<file path="config.mk">
export PLATFORM = sky130hd
export DESIGN_NAME = fpu_mul_param
export DESIGN_NICKNAME = d
export VERILOG_FILES = /design/src/rtl/fpu_mul_param.sv
export SDC_FILE = /design/constraint.sdc
export NUM_CORES = 1
export LEC_CHECK = 0
export CAP_MARGIN = 15
export CELL_PAD_IN_SITES_DETAIL_PLACEMENT = 0
export CELL_PAD_IN_SITES_GLOBAL_PLACEMENT = 1
export CORE_MARGIN = 2
export CORE_UTILIZATION = 40
export CTS_CLUSTER_DIAMETER = 150
export DETAILED_ROUTE_END_ITERATION = 16
export PLACE_DENSITY = 0.81
export SLEW_MARGIN = 25
export SYNTH_ARGS = -nofsm -noshare
export SYNTH_HDL_FRONTEND = slang
export SYNTH_SLANG_ARGS = --single-unit
</file>
<file path="constraint.sdc">
create_clock -name clock -period 5.6 [get_ports clock]
set_input_delay 1.12 -clock clock [delete_from_list [all_inputs] [get_ports clock]]
set_output_delay 1.12 -clock clock [all_outputs]
set_load 0.03 [all_outputs]
</file>
<file path="src/rtl/fpu_mul_param.sv">
// Parametrised multi-cycle floating-point multiplier with round-to-nearest-even,
// flush-to-zero subnormals, exception flags and a four-wire ready/ack handshake.
module fpu_mul_param #(
   parameter int EXP_W = 8,
   parameter int MAN_W = 23
) (
   input  logic                   clock,
   input  logic                   reset,
   input  logic [EXP_W+MAN_W:0]   data_a,
   input  logic [EXP_W+MAN_W:0]   data_b,
   input  logic                   input_rdy,
   output logic                   input_ack,
   output logic                   output_rdy,
   input  logic                   output_ack,
   output logic [EXP_W+MAN_W:0]   result,
   output logic [3:0]             flags
);
   localparam int DATA_W = 1 + EXP_W + MAN_W;
   localparam int M      = MAN_W + 1;
   localparam int PW     = 2 * M;
   localparam int XW     = EXP_W + 2;
   localparam int CW     = $clog2(M);
   localparam logic signed [XW-1:0] BIAS_X = XW'((1 << (EXP_W - 1)) - 1);
   localparam logic signed [XW-1:0] EMAX_X = XW'((1 << EXP_W) - 1);
   localparam logic signed [XW-1:0] ONE_X  = XW'(1);
   localparam logic signed [XW-1:0] ZERO_X = XW'(0);

   localparam logic [2:0] S_IDLE   = 3'd0;
   localparam logic [2:0] S_UNPACK = 3'd1;
   localparam logic [2:0] S_MUL    = 3'd2;
   localparam logic [2:0] S_NORM   = 3'd3;
   localparam logic [2:0] S_ROUND  = 3'd4;
   localparam logic [2:0] S_PACK   = 3'd5;
   localparam logic [2:0] S_DONE   = 3'd6;

   logic [2:0]              state_q,   state_d;
   logic [DATA_W-1:0]       opa_q,     opa_d;
   logic [DATA_W-1:0]       opb_q,     opb_d;
   logic                    sign_q,    sign_d;
   logic signed [XW-1:0]    exp_q,     exp_d;
   logic [M-1:0]            ma_q,      ma_d;
   logic [M-1:0]            mb_q,      mb_d;
   logic [PW-1:0]           prod_q,    prod_d;
   logic [CW-1:0]           cnt_q,     cnt_d;
   logic [MAN_W-1:0]        man_q,     man_d;
   logic                    guard_q,   guard_d;
   logic                    sticky_q,  sticky_d;
   logic                    inexact_q, inexact_d;
   logic                    special_q, special_d;
   logic [DATA_W-1:0]       spres_q,   spres_d;
   logic [3:0]              spflg_q,   spflg_d;
   logic [DATA_W-1:0]       result_q,  result_d;
   logic [3:0]              flags_q,   flags_d;
   logic                    iack_q,    iack_d;
   logic                    ordy_q,    ordy_d;

   logic                    sa_s, sb_s;
   logic [EXP_W-1:0]        ea_s, eb_s;
   logic [MAN_W-1:0]        fa_s, fb_s;
   logic                    nan_a_s, nan_b_s, inf_a_s, inf_b_s, zero_a_s, zero_b_s;
   logic signed [XW-1:0]    exp_sum_s;
   logic [PW-1:0]           addend_s;
   logic [PW-1:0]           norm_s;
   logic                    round_inc_s;
   logic [MAN_W:0]          rnd_sum_s;

   assign sa_s     = opa_q[DATA_W-1];
   assign sb_s     = opb_q[DATA_W-1];
   assign ea_s     = opa_q[DATA_W-2 -: EXP_W];
   assign eb_s     = opb_q[DATA_W-2 -: EXP_W];
   assign fa_s     = opa_q[MAN_W-1:0];
   assign fb_s     = opb_q[MAN_W-1:0];
   assign nan_a_s  = (&ea_s) && (fa_s != {MAN_W{1'b0}});
   assign nan_b_s  = (&eb_s) && (fb_s != {MAN_W{1'b0}});
   assign inf_a_s  = (&ea_s) && (fa_s == {MAN_W{1'b0}});
   assign inf_b_s  = (&eb_s) && (fb_s == {MAN_W{1'b0}});
   assign zero_a_s = (ea_s == {EXP_W{1'b0}});
   assign zero_b_s = (eb_s == {EXP_W{1'b0}});
   assign exp_sum_s = $signed({2'b00, ea_s}) + $signed({2'b00, eb_s}) - BIAS_X;
   assign addend_s  = {{M{1'b0}}, ma_q} << cnt_q;
   // Product lies in [1,4): left-align so the hidden bit always sits at PW-1 without dropping bits.
   assign norm_s      = prod_q[PW-1] ? prod_q : (prod_q << 1);
   assign round_inc_s = guard_q & (sticky_q | man_q[0]);
   assign rnd_sum_s   = {1'b0, man_q} + {{MAN_W{1'b0}}, round_inc_s};

   // Next-state and datapath control for the multiply sequence.
   always_comb begin
      state_d   = state_q;   opa_d     = opa_q;     opb_d    = opb_q;
      sign_d    = sign_q;    exp_d     = exp_q;     ma_d     = ma_q;
      mb_d      = mb_q;      prod_d    = prod_q;    cnt_d    = cnt_q;
      man_d     = man_q;     guard_d   = guard_q;   sticky_d = sticky_q;
      inexact_d = inexact_q; special_d = special_q; spres_d  = spres_q;
      spflg_d   = spflg_q;   result_d  = result_q;  flags_d  = flags_q;
      iack_d    = iack_q;    ordy_d    = ordy_q;
      case (state_q)
         S_IDLE: begin
            if (input_rdy) begin
               opa_d   = data_a;
               opb_d   = data_b;
               iack_d  = 1'b1;
               state_d = S_UNPACK;
            end else begin
               state_d = S_IDLE;
            end
         end
         S_UNPACK: begin
            sign_d    = sa_s ^ sb_s;
            ma_d      = {1'b1, fa_s};
            mb_d      = {1'b1, fb_s};
            prod_d    = {PW{1'b0}};
            cnt_d     = {CW{1'b0}};
            special_d = 1'b1;
            spflg_d   = 4'b0000;
            state_d   = S_PACK;
            if (nan_a_s || nan_b_s || (inf_a_s && zero_b_s) || (inf_b_s && zero_a_s)) begin
               spres_d = {DATA_W{1'b1}};
               spflg_d = 4'b1000;
            end else if (inf_a_s || inf_b_s) begin
               spres_d = {sa_s ^ sb_s, {EXP_W{1'b1}}, {MAN_W{1'b0}}};
            end else if (zero_a_s || zero_b_s) begin
               spres_d = {sa_s ^ sb_s, {(DATA_W-1){1'b0}}};
            end else begin
               special_d = 1'b0;
               exp_d     = exp_sum_s;
               state_d   = S_MUL;
            end
         end
         S_MUL: begin
            if (mb_q[cnt_q]) begin
               prod_d = prod_q + addend_s;
            end else begin
               prod_d = prod_q;
            end
            if (cnt_q == CW'(M - 1)) begin
               state_d = S_NORM;
            end else begin
               cnt_d = cnt_q + CW'(1);
            end
         end
         S_NORM: begin
            if (prod_q[PW-1]) begin
               exp_d = exp_q + ONE_X;
            end else begin
               exp_d = exp_q;
            end
            man_d    = norm_s[PW-2 -: MAN_W];
            guard_d  = norm_s[M-1];
            sticky_d = |norm_s[M-2:0];
            state_d  = S_ROUND;
         end
         S_ROUND: begin
            if (rnd_sum_s[MAN_W]) begin
               man_d = {MAN_W{1'b0}};
               exp_d = exp_q + ONE_X;
            end else begin
               man_d = rnd_sum_s[MAN_W-1:0];
            end
            inexact_d = guard_q | sticky_q;
            state_d   = S_PACK;
         end
         S_PACK: begin
            ordy_d  = 1'b1;
            state_d = S_DONE;
            if (special_q) begin
               result_d = spres_q;
               flags_d  = spflg_q;
            end else if (exp_q >= EMAX_X) begin
               result_d = {sign_q, {EXP_W{1'b1}}, {MAN_W{1'b0}}};
               flags_d  = 4'b0101;
            end else if (exp_q <= ZERO_X) begin
               result_d = {sign_q, {(DATA_W-1){1'b0}}};
               flags_d  = 4'b0011;
            end else begin
               result_d = {sign_q, exp_q[EXP_W-1:0], man_q};
               flags_d  = {3'b000, inexact_q};
            end
         end
         S_DONE: begin
            if (output_ack) begin
               ordy_d  = 1'b0;
               iack_d  = 1'b0;
               state_d = S_IDLE;
            end else begin
               state_d = S_DONE;
            end
         end
         default: begin
            state_d = S_IDLE;
         end
      endcase
   end

   // State registers; reset aborts any operation in flight.
   always_ff @(posedge clock or negedge reset) begin
      if (!reset) begin
         state_q   <= S_IDLE;              opa_q     <= {DATA_W{1'b0}};
         opb_q     <= {DATA_W{1'b0}};      sign_q    <= 1'b0;
         exp_q     <= ZERO_X;              ma_q      <= {M{1'b0}};
         mb_q      <= {M{1'b0}};           prod_q    <= {PW{1'b0}};
         cnt_q     <= {CW{1'b0}};          man_q     <= {MAN_W{1'b0}};
         guard_q   <= 1'b0;                sticky_q  <= 1'b0;
         inexact_q <= 1'b0;                special_q <= 1'b0;
         spres_q   <= {DATA_W{1'b0}};      spflg_q   <= 4'b0000;
         result_q  <= {DATA_W{1'b0}};      flags_q   <= 4'b0000;
         iack_q    <= 1'b0;                ordy_q    <= 1'b0;
      end else begin
         state_q   <= state_d;             opa_q     <= opa_d;
         opb_q     <= opb_d;               sign_q    <= sign_d;
         exp_q     <= exp_d;               ma_q      <= ma_d;
         mb_q      <= mb_d;                prod_q    <= prod_d;
         cnt_q     <= cnt_d;               man_q     <= man_d;
         guard_q   <= guard_d;             sticky_q  <= sticky_d;
         inexact_q <= inexact_d;           special_q <= special_d;
         spres_q   <= spres_d;             spflg_q   <= spflg_d;
         result_q  <= result_d;            flags_q   <= flags_d;
         iack_q    <= iack_d;              ordy_q    <= ordy_d;
      end
   end

   assign input_ack  = iack_q;
   assign output_rdy = ordy_q;
   assign result     = result_q;
   assign flags      = flags_q;
endmodule

</file>
==> Word level (Yosys, flattened, before mapping) <==
Index checks and enable logic that the tools add are counted.
{ "totals": {"ff_bits": 280, "input_bits": 68, "output_inout_bits": 38, "word_cells": 124} }
{ "classes": {"addsub": 6, "n_lt_le_gt_ge": 3, "eq_ne": 17, "shifts": 1, "muxes": 39, "n_bitwise": 4, "n_reduce_logical": 34} }
{ "op_table": {"columns": ["cell", "n"], "rows": [
  ["32-bit two-way mux", 4],
  ["48-bit case mux with 2 select lines", 1],
  ["31-bit two-way mux", 2],
  ["10-bit two-way mux", 5],
  ["48-bit adder", 1],
  ["48-bit two-way mux", 1],
  ["24-bit by 5-bit left shift with 48-bit output", 1],
  ["47-bit two-way mux", 1],
  ["23-bit logical NOT", 2],
  ["23-bit case mux with 2 select lines", 1],
  ["23-bit nonzero test", 2],
  ["10-bit case mux with 3 select lines", 1],
  ["23-bit by 1-bit adder with 24-bit output", 1],
  ["23-bit two-way mux", 1],
  ["23-bit OR reduction", 1],
  ["3-bit case mux with 7 select lines", 1],
  ["2-bit inequality test (second input constant)", 10],
  ["3-bit two-way mux", 6],
  ["8-bit logical NOT", 2],
  ["8-bit AND reduction", 2],
  ["10-bit by 2-bit adder with 10-bit output (second input constant)", 1],
  ["10-bit by 9-bit >= comparator with 1-bit output (second input constant)", 1],
  ["10-bit by 1-bit <= comparator with 1-bit output (second input constant)", 1],
  ["5-bit case mux with 2 select lines", 1],
  ["25 further kinds", 54]
]} }

==> Logic depth before layout (Yosys ltp) <==
Gate-level depths: netlist of run 1.
{ "depth": {"word_depth": 7, "ltp_mapped": 22, "ltp_nobuf": 19} }

==> Worst setup path before layout of run 1 <==
Ideal clock, no wire load.
{ "synth_path": {"kind": "register to register", "start": "register cnt_q[0]", "end": "register prod_q[41]", "setup_ns": 0.126, "arrival_ns": 4.218, "required_ns": 5.474, "path_slack_ns": 1.256, "path_stages_with_launch": 20, "path_buffers": 5, "synth_period_minus_slack_ns": 4.344, "cell_sequence": "dfrtp_1 -> buf_6 -> buf_1 -> buf_2 -> mux2i_1 -> mux2i_1 -> mux2_2 -> o22ai_1 -> ha_1 -> buf_2 -> and3_1 -> buf_6 -> and3_4 -> a221oi_4 -> a21oi_2 -> o211ai_2 -> a21oi_2 -> or2_4 -> a31o_1 -> a221o_1"} }
{ "synth_via": {"elab_chain_cells": 4, "elab_cells_between_ends": 8, "classes_between": "1 x add/sub; 1 x eq/ne; 1 x shift; 4 x mux; 1 x reduce/logical"} }
{ "synth_lines": {"columns": ["item", "line", "text"], "rows": [
  ["from (decl)", "44", "logic [CW-1:0] cnt_q, cnt_d;"],
  ["from (signal assigned)", "200", "cnt_q <= {CW{1'b0}}; man_q <= {MAN_W{1'b0}};"],
  ["from (signal assigned)", "211", "cnt_q <= cnt_d; man_q <= man_d;"],
  ["24-bit by 5-bit left shift with 48-bit output / 1-bit binary-select mux with 5-bit select (equally long branches)", "80, 129", null],
  ["48-bit adder / 1-bit two-way mux (equally long branches)", "130, 129", null],
  ["48-bit two-way mux / 2-bit inequality test (equally long branches)", null, null],
  ["48-bit case mux with 2 select lines / 2-bit AND reduction (equally long branches)", null, null],
  ["to (signal assigned)", "199", "mb_q <= {M{1'b0}}; prod_q <= {PW{1'b0}};"],
  ["to (signal assigned)", "210", "mb_q <= mb_d; prod_q <= prod_d;"],
  ["to (decl)", "43", "logic [PW-1:0] prod_q, prod_d;"]
]} }
Parallel ways exist; a longest one is shown, timed or not. The select of a mux whose other input is x is not followed.
A chain may end at the register's enable or synchronous reset.

==> Worst setup path after layout of run 1 <==
{ "layout_path": {"start": "register cnt_q[0]", "end": "register prod_q[44]"} }
Same word-level chain as after synthesis.

==> results of run 1 <==
[cells by family after synthesis]
logic type      Yosys count  share of synthesized area
simple gates            637                      0.187
xor+xnor                 46                     0.0259
compound gates          429                      0.180
buf+inv                 138                     0.0391
flops                   247                      0.397
mux                     154                      0.116
fa+ha+maj                68                     0.0556
[power by group]
part / leakage, nW / switching (mW) / internal (mW)
Combinational: 4.20 / 3.15 / 2.21
Clock: 0.524 / 0.765 / 1.36
Sequential: 3.10 / 0.728 / 2.51
[cells in the mapped netlist (16+ instances only)]
cell type and count:
a21o_1 35, o22ai_1 16, a31oi_1 16, ha_1 66, a21oi_1 122, dfrtp_1 247, nand2_1 295, o21ai_0 106
xnor2_1 27, nand4_1 21, nor2_1 145, nor4_1 23, clkbuf_1 70, xor2_1 19, nor3_1 17, o31ai_1 28
and3_1 17, nand3_1 48, inv_1 31, mux2i_1 64, mux2_2 77
[routing by layer]
layer  global-route usage  wire (um)  vias to the layer above  share of wire
met5                    0          0                        -              0
met4               0.0538        942                        0          0.022
met3               0.0308       2030                       64          0.048
met2                0.333      19400                      331           0.46
met1                0.289      19800                     6269           0.47
li1                     -          -                     6315              -
[tightest hold or removal path: stages (launching register included)]
cell and delay, ns:
dfrtp_1 0.34, nand2_1 0.05, nand2_1 0.05
[cell type report]
| class | count | area, um^2 |
|---|---|---|
| fillers | 3728 | 20500 |
| multi-input cells | 1334 | 8810 |
| flip-flops and latches | 247 | 6180 |
| repair buffers | 128 | 1250 |
| clock buffers | 38 | 790 |
| well taps | 518 | 648 |
| clock inverters | 14 | 282 |
| inverters | 33 | 124 |
[state kept, by name, indices dropped and copies added, names as in the netlist, 10 cells and up]
register	flops
exp_q	10
ma_q	24
man_q	23
mb_q	23
opa_q	32
opb_q	32
prod_q	48
result	32
[per-stage QoR]
| stage | setup slack, ns | power [mW] |
|---|---|---|
| 2_1_floorplan | 1.26 | 7.03 |
| 5_1_grt | 0.222 | 11.5 |
| 3_5_place_dp | 0.542 | 8.58 |
| 4_1_cts | 0.522 | 10.8 |
| 3_3_place_gp | 0.637 | 8.49 |
| 6_report | 0.754 | 10.7 |
[path summary, 6_finish.rpt]
check,depth (start not counted),startpoint,endpoint
worst max-delay path,16,cnt_q[0],prod_q[44]
min in group asynchronous,1,reset,result[27]
worst max register to register,16,cnt_q[0],prod_q[44]
max in group asynchronous,2,reset,prod_q[21]
worst min-delay path,2,mb_q[0],mb_q[0]
worst min register to register,2,mb_q[0],mb_q[0]
==> impl_results.md, run 1 <==
- DRC: 0
- DP Area: 17000 um^2
- Pre-antenna DRT Iters: 5
- H-Tree Depth: 1
- P per Cell Area: 593 nW/um^2
- Slew HR: 0.459
- Root Buffer: clkbuf_16
- Worst path top cell family by delay: compound AO/OA/AOI/OAI gates
- CP Launch Type: flip-flop
- Synth area leader: dfrtp_1
- CP peak stage delay: 0.69 ns
- Final-report hold violation count: 0
- Setup Buffers After CTS: 0
- Final Util: 0.469
- CTS tree: done
- Register area share after synthesis: 0.397
- Gp weighted congestion: 0.948
- Clk pin slew, worst setup/hold paths: 0.07 ns
- Synth area leaders: dfrtp_1 (40%), nand2_1 (7.1%), mux2_2 (5.6%)
- Final ANT Viol Nets: 0
- Hold buffers post-CTS: 0
- #FFs+latches synth: 247
- Initial antenna violation count: 0
- Post-cts gate resize count: 0
- IO Count: 106
- Total CTS buffers: 29
- Placed Cells: 2260
- Ys flop type: dfrtp_1
- Fmax: 206 MHz
- Ant. Diodes: 0
- Routed vias: 13.0k
- Commonest non-fill, non-tap cell in the layout: nand2_1
- Die area: 40500 um^2
- Crit path buffers/inverters: 2
- WP data arrival: 5.26 ns
- Placed wire-length estimate: 31100 um
- Syn Nets: 1855
- Worst VDD drop: 0.301 mV
- Cell Count, Final, Fillers Out: 2312
- Wire per inst: 18.3 um
- Die W: 201 um
- Required time of the critical path: 6.02 ns
- Vias/cell: 5.61
- Port Buffers: 105
- Initial core utilization: 0.404
- Clock Skew: 0.0126 ns
- # setup viols final: 0
- Ys Warns: 0
- Row cnt: 72
- Post-synth cell types: 98
- Worst Path Max Fanout: 32
- Final instance area: 18100 um^2
- First-pass GRT wire length: 68400 um
- Post-synth ARST share: 1.00
- Critical path class: reg -> reg
- NumNets Final: 1909
- Clock sinks: 247
- Vias in the first global route: 12.6k
- Syn Area/Cell: 9.06 um^2
- Initial DRC count: 965
- Largest net degree at the start of global routing: 124
- Status: complete, no violations
- CP dominant cell by count: o21ai_0
- Leakage power figure: 7.82 nW
- Crit path cell chain: buf_12 -> clkinv_1 -> mux2i_1 -> o21ai_0 -> o21ai_0 -> o22ai_1 -> ha_1 -> a21oi_1 -> o21ai_0 -> a221o_1 -> a211o_1 -> a2111oi_2 -> o31ai_2 -> a21oi_1 -> mux2i_1 -> o311ai_1
- RSZ-0062 raised after global routing: no
- Worst slew pin tran: 0.811 ns
- HP Class: reg -> reg
- Clock Latency Late Sink: 0.56 ns
- TNS Setup: 0 ns
- Slowest CP cell: dfrtp_1
- Worst Hold Margin: 0.466 ns
- EDFF count, synth: 0
- Ratio of final minimum period to clock period: 0.865
- Core area: 38600 um^2
- All-Layer GR Usage: 0.206
- Synth Instances: 1719
- Die Y: 201 um
- Clk buf depth: 3
- Max Slew Vio Count: 0
- Most frequent cells in the layout: nand2_1 (294), dfrtp_1 (246), nor2_1 (142)
- Tmin final: 4.85 ns
- Layout cells sized above 1: 0.115
- Routed Wire Length: 42200 um
- Area growth from synthesis to layout: 16.2%
- R2R setup slack: 0.75 ns
- Post-Synthesis Cell Area: 15600 um^2
- Synth top area share: 0.397
- Crit path capture type: flip-flop
- Grt ovf: 0
- Max Cap Viol: 0
No activity file was read; power rests on OpenSTA's default activity.
==> run 2: changes to the inputs <==
Settings changed: CORE_MARGIN 2 to 1.5.
==> run 2 against run 1 <==
Against the previous run:
- global-route usage up 0.37 points
- combinational power about the same
- non-clock buffer count unchanged
- sequential power about the same
- final area down 0.86%
- critical endpoint is now prod_q[33]
- flip-flop and latch count unchanged
==> impl_results.md, run 2 (synthesis results as in run 1) <==
- Setup Buffers After CTS: 0 (unchanged)
- Vias in the first global route: 12.7k (was 12.6k)
- IO Count: 106 (unchanged)
- Final instance area: 17900 um^2 (was 18100 um^2)
- Wire per inst: 18.3 um (about the same)
- Crit path capture type: flip-flop (unchanged)
- Die Y: 200 um (was 201 um)
- All-Layer GR Usage: 0.209 (was 0.206)
- H-Tree Depth: 1 (unchanged)
- Max Cap Viol: 0 (unchanged)
- Pre-antenna DRT Iters: 5 (unchanged)
- Critical path class: reg -> reg (unchanged)
- Clock Skew: 0.0213 ns (was 0.0126 ns)
- CP Launch Type: flip-flop (unchanged)
- Root Buffer: clkbuf_16 (unchanged)
- RSZ-0062 raised after global routing: no (unchanged)
- Worst Path Max Fanout: 23 (was 32)
- Largest net degree at the start of global routing: 133 (was 124)
- Worst VDD drop: 0.273 mV (was 0.301 mV)
- Required time of the critical path: 6.02 ns (about the same)
- Critical Path Start: cnt_q[0] (unchanged)
- Fmax: 197 MHz (was 206 MHz)
- Port Buffers: 105 (unchanged)
- Layout cells sized above 1: 0.114 (was 0.115)
- Clock Latency Late Sink: 0.57 ns (was 0.56 ns)
- Hold buffers post-CTS: 0 (unchanged)
- Commonest non-fill, non-tap cell in the layout: nand2_1 (unchanged)
- Post-cts gate resize count: 0 (unchanged)
- Routed Wire Length: 42200 um (about the same)
- HP Class: in -> async (was reg -> reg)
- Worst slew pin tran: 0.848 ns (was 0.811 ns)
- Row cnt: 72 (unchanged)
- Largest register FFs: 48 (unchanged)
- Total power: 10.4 mW (was 10.7 mW)
- Die area: 40100 um^2 (was 40500 um^2)
- Reg-to-Reg Start: cnt_q[0] (unchanged)
- Initial core utilization: 0.404 (unchanged)
- Vias/cell: 5.63 (was 5.61)
- Die W: 200 um (was 201 um)
- Final-report hold violation count: 0 (unchanged)
- Max Slew Vio Count: 0 (unchanged)
- Slew HR: 0.433 (was 0.459)
- Tmin final: 5.07 ns (was 4.85 ns)
- Most frequent cells in the layout: nand2_1 (294), dfrtp_1 (247), nor2_1 (142) (was nand2_1 (294), dfrtp_1 (246), nor2_1 (142))
- Initial DRC count: 973 (was 965)
- Routed vias: 13.0k (about the same)
- P per Cell Area: 579 nW/um^2 (was 593 nW/um^2)
- Total CTS buffers: 29 (unchanged)
- Ratio of final minimum period to clock period: 0.905 (was 0.865)
- Clock sinks: 247 (unchanged)
- First-pass GRT wire length: 69200 um (was 68400 um)
- Initial antenna violation count: 0 (unchanged)
- TNS Setup: 0 ns (unchanged)
- CTS tree: done (unchanged)
- Placed wire-length estimate: 30900 um (was 31100 um)
- Most flops, register: prod_q (unchanged)
- Clk buf depth: 3 (unchanged)
- # setup viols final: 0 (unchanged)
- Core area: 38600 um^2 (unchanged)
- Leakage power figure: 7.74 nW (was 7.82 nW)
- Placed Cells: 2259 (was 2260)
- R2R setup slack: 0.53 ns (was 0.75 ns)
- Area growth from synthesis to layout: 15.2% (was 16.2%)
- DP Area: 17000 um^2 (about the same)
- Grt ovf: 0 (unchanged)
- Cell Count, Final, Fillers Out: 2311 (was 2312)
- Gp weighted congestion: 0.927 (was 0.948)
- DRC: 0 (unchanged)
- Final ANT Viol Nets: 0 (unchanged)
- NumNets Final: 1909 (unchanged)
- Clk pin slew, worst setup/hold paths: 0.07 ns (about the same)
- WP data arrival: 5.48 ns (was 5.26 ns)
- Ant. Diodes: 0 (unchanged)
- Status: complete, no violations (unchanged)
==> run 2: changes by cell type in the layout (fill, tap and decap cells not counted) <==
cell        previous run  this run
bufinv_16              8         0
clkbuf_8               3         7
clkinvlp_4             0         3
buf_12                 2         1
buf_16                 0         1
clkinv_2               3         4
dfrtp_1              246       247
dfrtp_2                1         0
inv_6                  2         1
nor2_2                 1         0
nor2_4                 4         5
==> run 2: path summary, 6_finish.rpt <==
kind / cells past startpoint / endpoint
setup / recovery: 15 / prod_q[33]
hold / removal: 1 / result[23]
setup reg to reg: 15 / prod_q[33]
hold reg to reg: 2 / mb_q[12]
max in group asynchronous: 3 / opa_q[8]
min in group clock: 2 / mb_q[12]
==> run 2: layout make-up <==
class	instances	area, um^2
Clock buffer	42	845
Clock inverter	9	60.1
Fill cell	3798	20600
Inverter	33	124
Multi-Input combinational cell	1334	8810
Sequential cell	247	6180
Tap cell	518	648
Timing Repair Buffer	128	1260
==> run 2: report_power, final <==
| part | internal, mW | leakage (nW) | switching [mW] |
|---|---|---|---|
| Sequential | 2.51 | 3.10 | 0.716 |
| Combinational | 2.20 | 4.20 | 3.14 |
| Clock | 1.04 | 0.440 | 0.769 |
==> run 2: per-layer routing <==
layer	GRT usage	wire length (um)
met2	0.339	19600
met3	0.0259	1700
met1	0.295	19800
met4	0.0580	1110
met5	0	0
==> run 2: worst max-delay path: stages, from the launching register on <==
cell      delay, ns
dfrtp_1        0.87
buf_4          0.32
mux4_2         0.53
mux2i_1        0.25
mux2_2         0.22
o22ai_1        0.09
ha_1           0.42
and3_1         0.32
and3_4         0.23
a221oi_4       0.27
a21oi_2        0.11
nor3b_1        0.59
o21bai_1       0.22
a31oi_1        0.23
xor2_1         0.15
o21ai_0        0.08
==> run 2: metrics by stage <==
| step | hold WS [ns] | utilization | worst slack, ns |
|---|---|---|---|
| 5_1_grt | 0.456 | 0.465 | 0.140 |
| 3_5_place_dp | 0.455 | 0.441 | 0.660 |
| 4_1_cts | 0.469 | 0.464 | 0.615 |
| 2_1_floorplan | 0.437 | - | 1.26 |
| 6_report | 0.446 | 0.465 | 0.535 |
| 3_3_place_gp | 0.451 | 0.441 | 0.701 |
==> RTL edit 1, RTL diff (flow settings as in run 1) <==
`MAN_W`: 23 -> 31.
--- a/src/rtl/fpu_mul_param.sv
+++ b/src/rtl/fpu_mul_param.sv
@@ -2,7 +2,7 @@
 // flush-to-zero subnormals, exception flags and a four-wire ready/ack handshake.
 module fpu_mul_param #(
    parameter int EXP_W = 8,
-   parameter int MAN_W = 23
+   parameter int MAN_W = 31
 ) (
    input  logic                   clock,
    input  logic                   reset,
Interface: changed (resized data_a, data_b and result); port bits go from 106 to 130. No check against the original RTL was run, so the function may have changed too.
==> RTL edit 1 against run 1 <==
  * Sequential cell count increased by 64
  * Synthesized area grew 27%
  * Worst setup slack worse by 280 ps
  * Wire length grew 32%
  * Final area is 27% higher
  * Total power up 31%
  * Combinational power is 39% higher
  * Global-route usage rose by 1.5 points
  * Die area is 27% higher
  * Sequential power increased by 27%
  * Critical path type unchanged
==> RTL edit 1: results (changes against run 1) <==
worst reg2reg setup slack -> 470 ps (-280 ps)
routability cong. -> 0.906 (-4.5%)
DP Worst Slack -> 365 ps (-178 ps)
syn_nets -> 2409 (+30%)
Hold Path Sink -> mb_q[25]
Longest Clk Path Bufs -> 3 (unchanged)
top post-synthesis cells by count -> 380 x nand2_1, 311 x dfrtp_1, 195 x nor2_1
Reg power frac -> 0.294 (-0.008)
maximum VDD drop -> 0.000308 V (+2.6%)
antenna violations before repair -> 0 (unchanged)
Final Max Slew Viols -> 0 (unchanged)
metal3 WL -> 2620 um (+29%)
FF-to-FF path depth -> 18 (+2)
Hold Path Class -> register to register
largest net degree at the start of global routing -> 122 (-1.6%)
Placed Cells -> 2922 (+29%)
M1 GR Usage -> 0.321 (+0.0323)
Distinct cells, synth -> 72 (-27%)
sequential share of the synthesized area -> 0.392 (-0.00467)
Worst Path Arrival -> 5550 ps (+290 ps)
via count -> 17000 (+31%)
CP peak stage delay -> 580 ps (-110 ps)
Synth area leaders -> dfrtp_1 39%, nand2_1 7.2%, mux2_2 5.8%
seq pwr -> 4.13 mW (+27%)
fin cells -> 2985 (+29%)
final hold slack -> 472 ps (+5.62 ps)
DRT Pass-1 Iters -> 6 (+1)
clock skew -> 16.4 ps (+3.80 ps)
status -> finished clean
DRT iter0 DRCs -> 1316 (+36%)
placed standard-cell area -> 21700 um2 (+27%)
period utilization -> 0.916 (+0.0506)
GRT Overall Usage -> 0.221 (+0.0151)
Clock power frac -> 0.176 (-0.022)
first-pass GRT wire length -> 91300 um (+34%)
switching power -> 6.30 mW (+36%)
Num CTS Buffers -> 37 (+28%)
Largest register FFs -> 64 (+33%)
Clock H-tree levels -> 2 (+1)
GR Util met2 -> 0.344 (+0.0115)
Slew @ Worst Pin -> 985 ps (+174 ps)
min-delay src -> mb_q[25]
I/O Buffers -> 129 (+23%)
Clock Latency Late Sink -> 550 ps
Worst R2R Start -> cnt_q[0]
Slowest-stage cell, CP -> dfrtp_2
top_reg_cell synth -> dfrtp_1
met3 GRT Util -> 0.0255 (-0.00525)
crit path max fanout -> 13 (-59%)
met1 wire length -> 27000 um (+36%)
RR Endpoint -> prod_q[53]
wire length per cell -> 18.6 um (+2.1%)
Leak -> 9.64 nW (+23%)
WL met2 -> 24700 um (+27%)
DPL Wire Length -> 41500 um (+33%)
Syn Area/Cell -> 8.86 um2 (-2.2%)
hold depth -> 2 (unchanged)
fin nets -> 2466 (+29%)
fraction of final layout cells sized beyond drive strength 1 -> 0.104 (-0.0111)
-- RTL edit 1: cell count changes in the layout (fill, tap and decap cells not counted), moves of 17 or more --
cell,change
a21oi_1,+71
dfrtp_1,+62
ha_1,+17
nand2_1,+85
o21ai_0,+28
nand4_1,+19
mux2_2,+25
nor2_1,+49
mux4_2,+19
clkdlybuf4s50_1,+24
-- RTL edit 1: cell families after synthesis --
family / share of synthesized area
fa+ha+maj: 0.0544
simple gates: 0.186
flops: 0.392
mux: 0.127
buf+inv: 0.0379
xor+xnor: 0.0256
compound gates: 0.177
-- RTL edit 1: cell type report --
| cell class | count | area (um2) |
|---|---|---|
| fill | 4727 | 26000 |
| multi-input combinational | 1748 | 11400 |
| sequential | 311 | 7790 |
| timing repair buffer | 158 | 1550 |
| clock buffer | 51 | 1060 |
| tap | 664 | 831 |
| clock inverter | 12 | 180 |
| inverter | 41 | 154 |
-- RTL edit 1: timing repair --
action / CTS / global route
gates resized for setup: 0 / 1
setup endpoints to repair: 0 / 2
setup buffers: 0 / 0
==> RTL edit 2, RTL diff (settings of run 1) <==
Without the edit above. One comparison of `cnt_q` changes from == to >=.
--- a/src/rtl/fpu_mul_param.sv
+++ b/src/rtl/fpu_mul_param.sv
@@ -131,7 +131,7 @@
             end else begin
                prod_d = prod_q;
             end
-            if (cnt_q == CW'(M - 1)) begin
+            if (cnt_q >= CW'(M - 1)) begin
                state_d = S_NORM;
             end else begin
                cnt_d = cnt_q + CW'(1);
Check against the original RTL: no difference found for any inputs over 10 cycles, from zero or initial values and one cycle with reset low; that may be too few to reach the edited logic, so the function may still have changed.
==> RTL edit 2 against run 1 <==
  * Final area decreased by 2.5%
  * Total power shrank 0.14%
  * Sequential share of layout area grew 0.87 points
  * Worst setup slack got worse by 46 ps
  * Wire length fell by 7.6%
  * Synthesized area down 2.1%
  * Sequential cell count stayed put
  * Sequential power up 1%
  * Largest power group unchanged
  * Highest routed layer unchanged
==> RTL edit 2: results (changes against run 1) <==
top post-synthesis cells by count -> 269 x nand2_1, 247 x dfrtp_1, 144 x o21ai_0
routability cong. -> 0.913 (-3.7%)
status -> finished clean
fraction of final layout cells sized beyond drive strength 1 -> 0.103 (-0.0127)
GRT Overall Usage -> 0.200 (-0.00529)
syn_nets -> 1841 (-0.75%)
clock skew -> 23.0 ps (+10.4 ps)
Synth area leaders -> dfrtp_1 41%, nand2_1 6.6%, mux2_2 5.7%
Num CTS Buffers -> 28 (-3.4%)
DRT iter0 DRCs -> 714 (-26%)
first-pass GRT wire length -> 64500 um (-5.6%)
routed wire length -> 39000 um (-7.6%)
CP peak stage delay -> 790 ps (+100 ps)
placed standard-cell area -> 16600 um2 (-2.2%)
Slowest-stage cell, CP -> dfrtp_2
P_int -> 6.01 mW (-1.2%)
Vias/cell -> 5.54 (-1.3%)
sequential share of the synthesized area -> 0.405 (+0.00834)
Hold Path Class -> primary input to async pin
maximum VDD drop -> 0.000331 V (+10%)
crit path max fanout -> 33 (+3.1%)
Distinct cells, synth -> 78 (-20%)
vias in the first global route -> 12300 (-2.1%)
Slew @ Worst Pin -> 933 ps (+122 ps)
Worst Path Arrival -> 5300 ps (+40 ps)
largest net degree at the start of global routing -> 120 (-3.2%)
fin nets -> 1890 (-1.0%)
==> RTL edit 2: changes by cell type after synthesis, sizes merged, moves of 7 or more <==
cell | before | now
nor3b | 1 | 8
o21ai | 113 | 152
mux2i | 64 | 57
o31ai | 30 | 7
nand3 | 49 | 77
and3 | 19 | 9
nand2 | 297 | 270
a21oi | 124 | 135
a21o | 35 | 26
nor2 | 147 | 138
==> RTL edit 2: through the flow <==
stage	instances	power, mW	worst slack (ps)
2_1_floorplan	1705	7.27	1140
3_3_place_gp	2233	8.70	813
3_5_place_dp	2233	8.78	779
4_1_cts	2282	10.8	759
5_1_grt	2284	11.6	72.9
6_report	2284	10.7	708
==> RTL edit 2: layout make-up <==
class | count | area [um2]
clock inverter | 18 | 221
clock buffer | 31 | 733
timing repair buffer | 125 | 1260
fill | 3625 | 19900
sequential | 247 | 6180
multi-input combinational | 1318 | 8480
inverter | 34 | 128
tap | 511 | 639
==> RTL edit 2: cell families after synthesis <==
family | after synthesis | synth area share
simple gates | 628 | 0.187
compound gates | 425 | 0.166
flops | 247 | 0.405
mux | 149 | 0.116
buf+inv | 140 | 0.0403
fa+ha+maj | 68 | 0.0568
xor+xnor | 48 | 0.0276
==> RTL edit 2: final timing paths <==
kind,start,to,slack [ps],cells past startpoint
max,cnt_q[0],prod_q[46],710,17
max in group asynchronous,reset,cnt_q[0],4350,2
max reg2reg,cnt_q[0],prod_q[46],710,17
min in group clock,mb_q[13],mb_q[13],470,2
min,reset,exp_q[0],410,1
min reg2reg,mb_q[13],mb_q[13],470,2
==> RTL edit 2: power groups by stage <==
stage,combinational [mW],clock [mW],sequential [mW]
floorplan,4.02,0,3.25
global placement,5.42,0,3.27
detailed placement,5.48,0,3.31
CTS,5.51,1.97,3.28
global route,6.12,2.04,3.40
finish,5.51,1.92,3.28
==> RTL edit 2: worst register-to-register path, stage by stage (launching register included) <==
cell      delay (ps)
dfrtp_2          790
clkinv_1         420
mux2i_1          280
nand2_1           70
o21ai_0          180
o21ai_0          190
o22ai_1          240
ha_1             390
a21oi_1          340
o21ai_0          150
a21oi_1          130
o31ai_1           80
a211oi_1         470
o31a_1           330
nor4_1            90
o32ai_1          330
xor2_1           180
o21ai_0           90
==> RTL edit 2: routing by layer <==
| metal | routed length [um] | GRT usage | up-vias |
|---|---|---|---|
| met1 | 18800 | 0.281 | 6132 |
| met3 | 1510 | 0.0263 | 58 |
| met4 | 953 | 0.0506 | 0 |
| met5 | 0 | 0 | - |
| li1 | - | - | 6221 |
| met2 | 17800 | 0.327 | 250 |
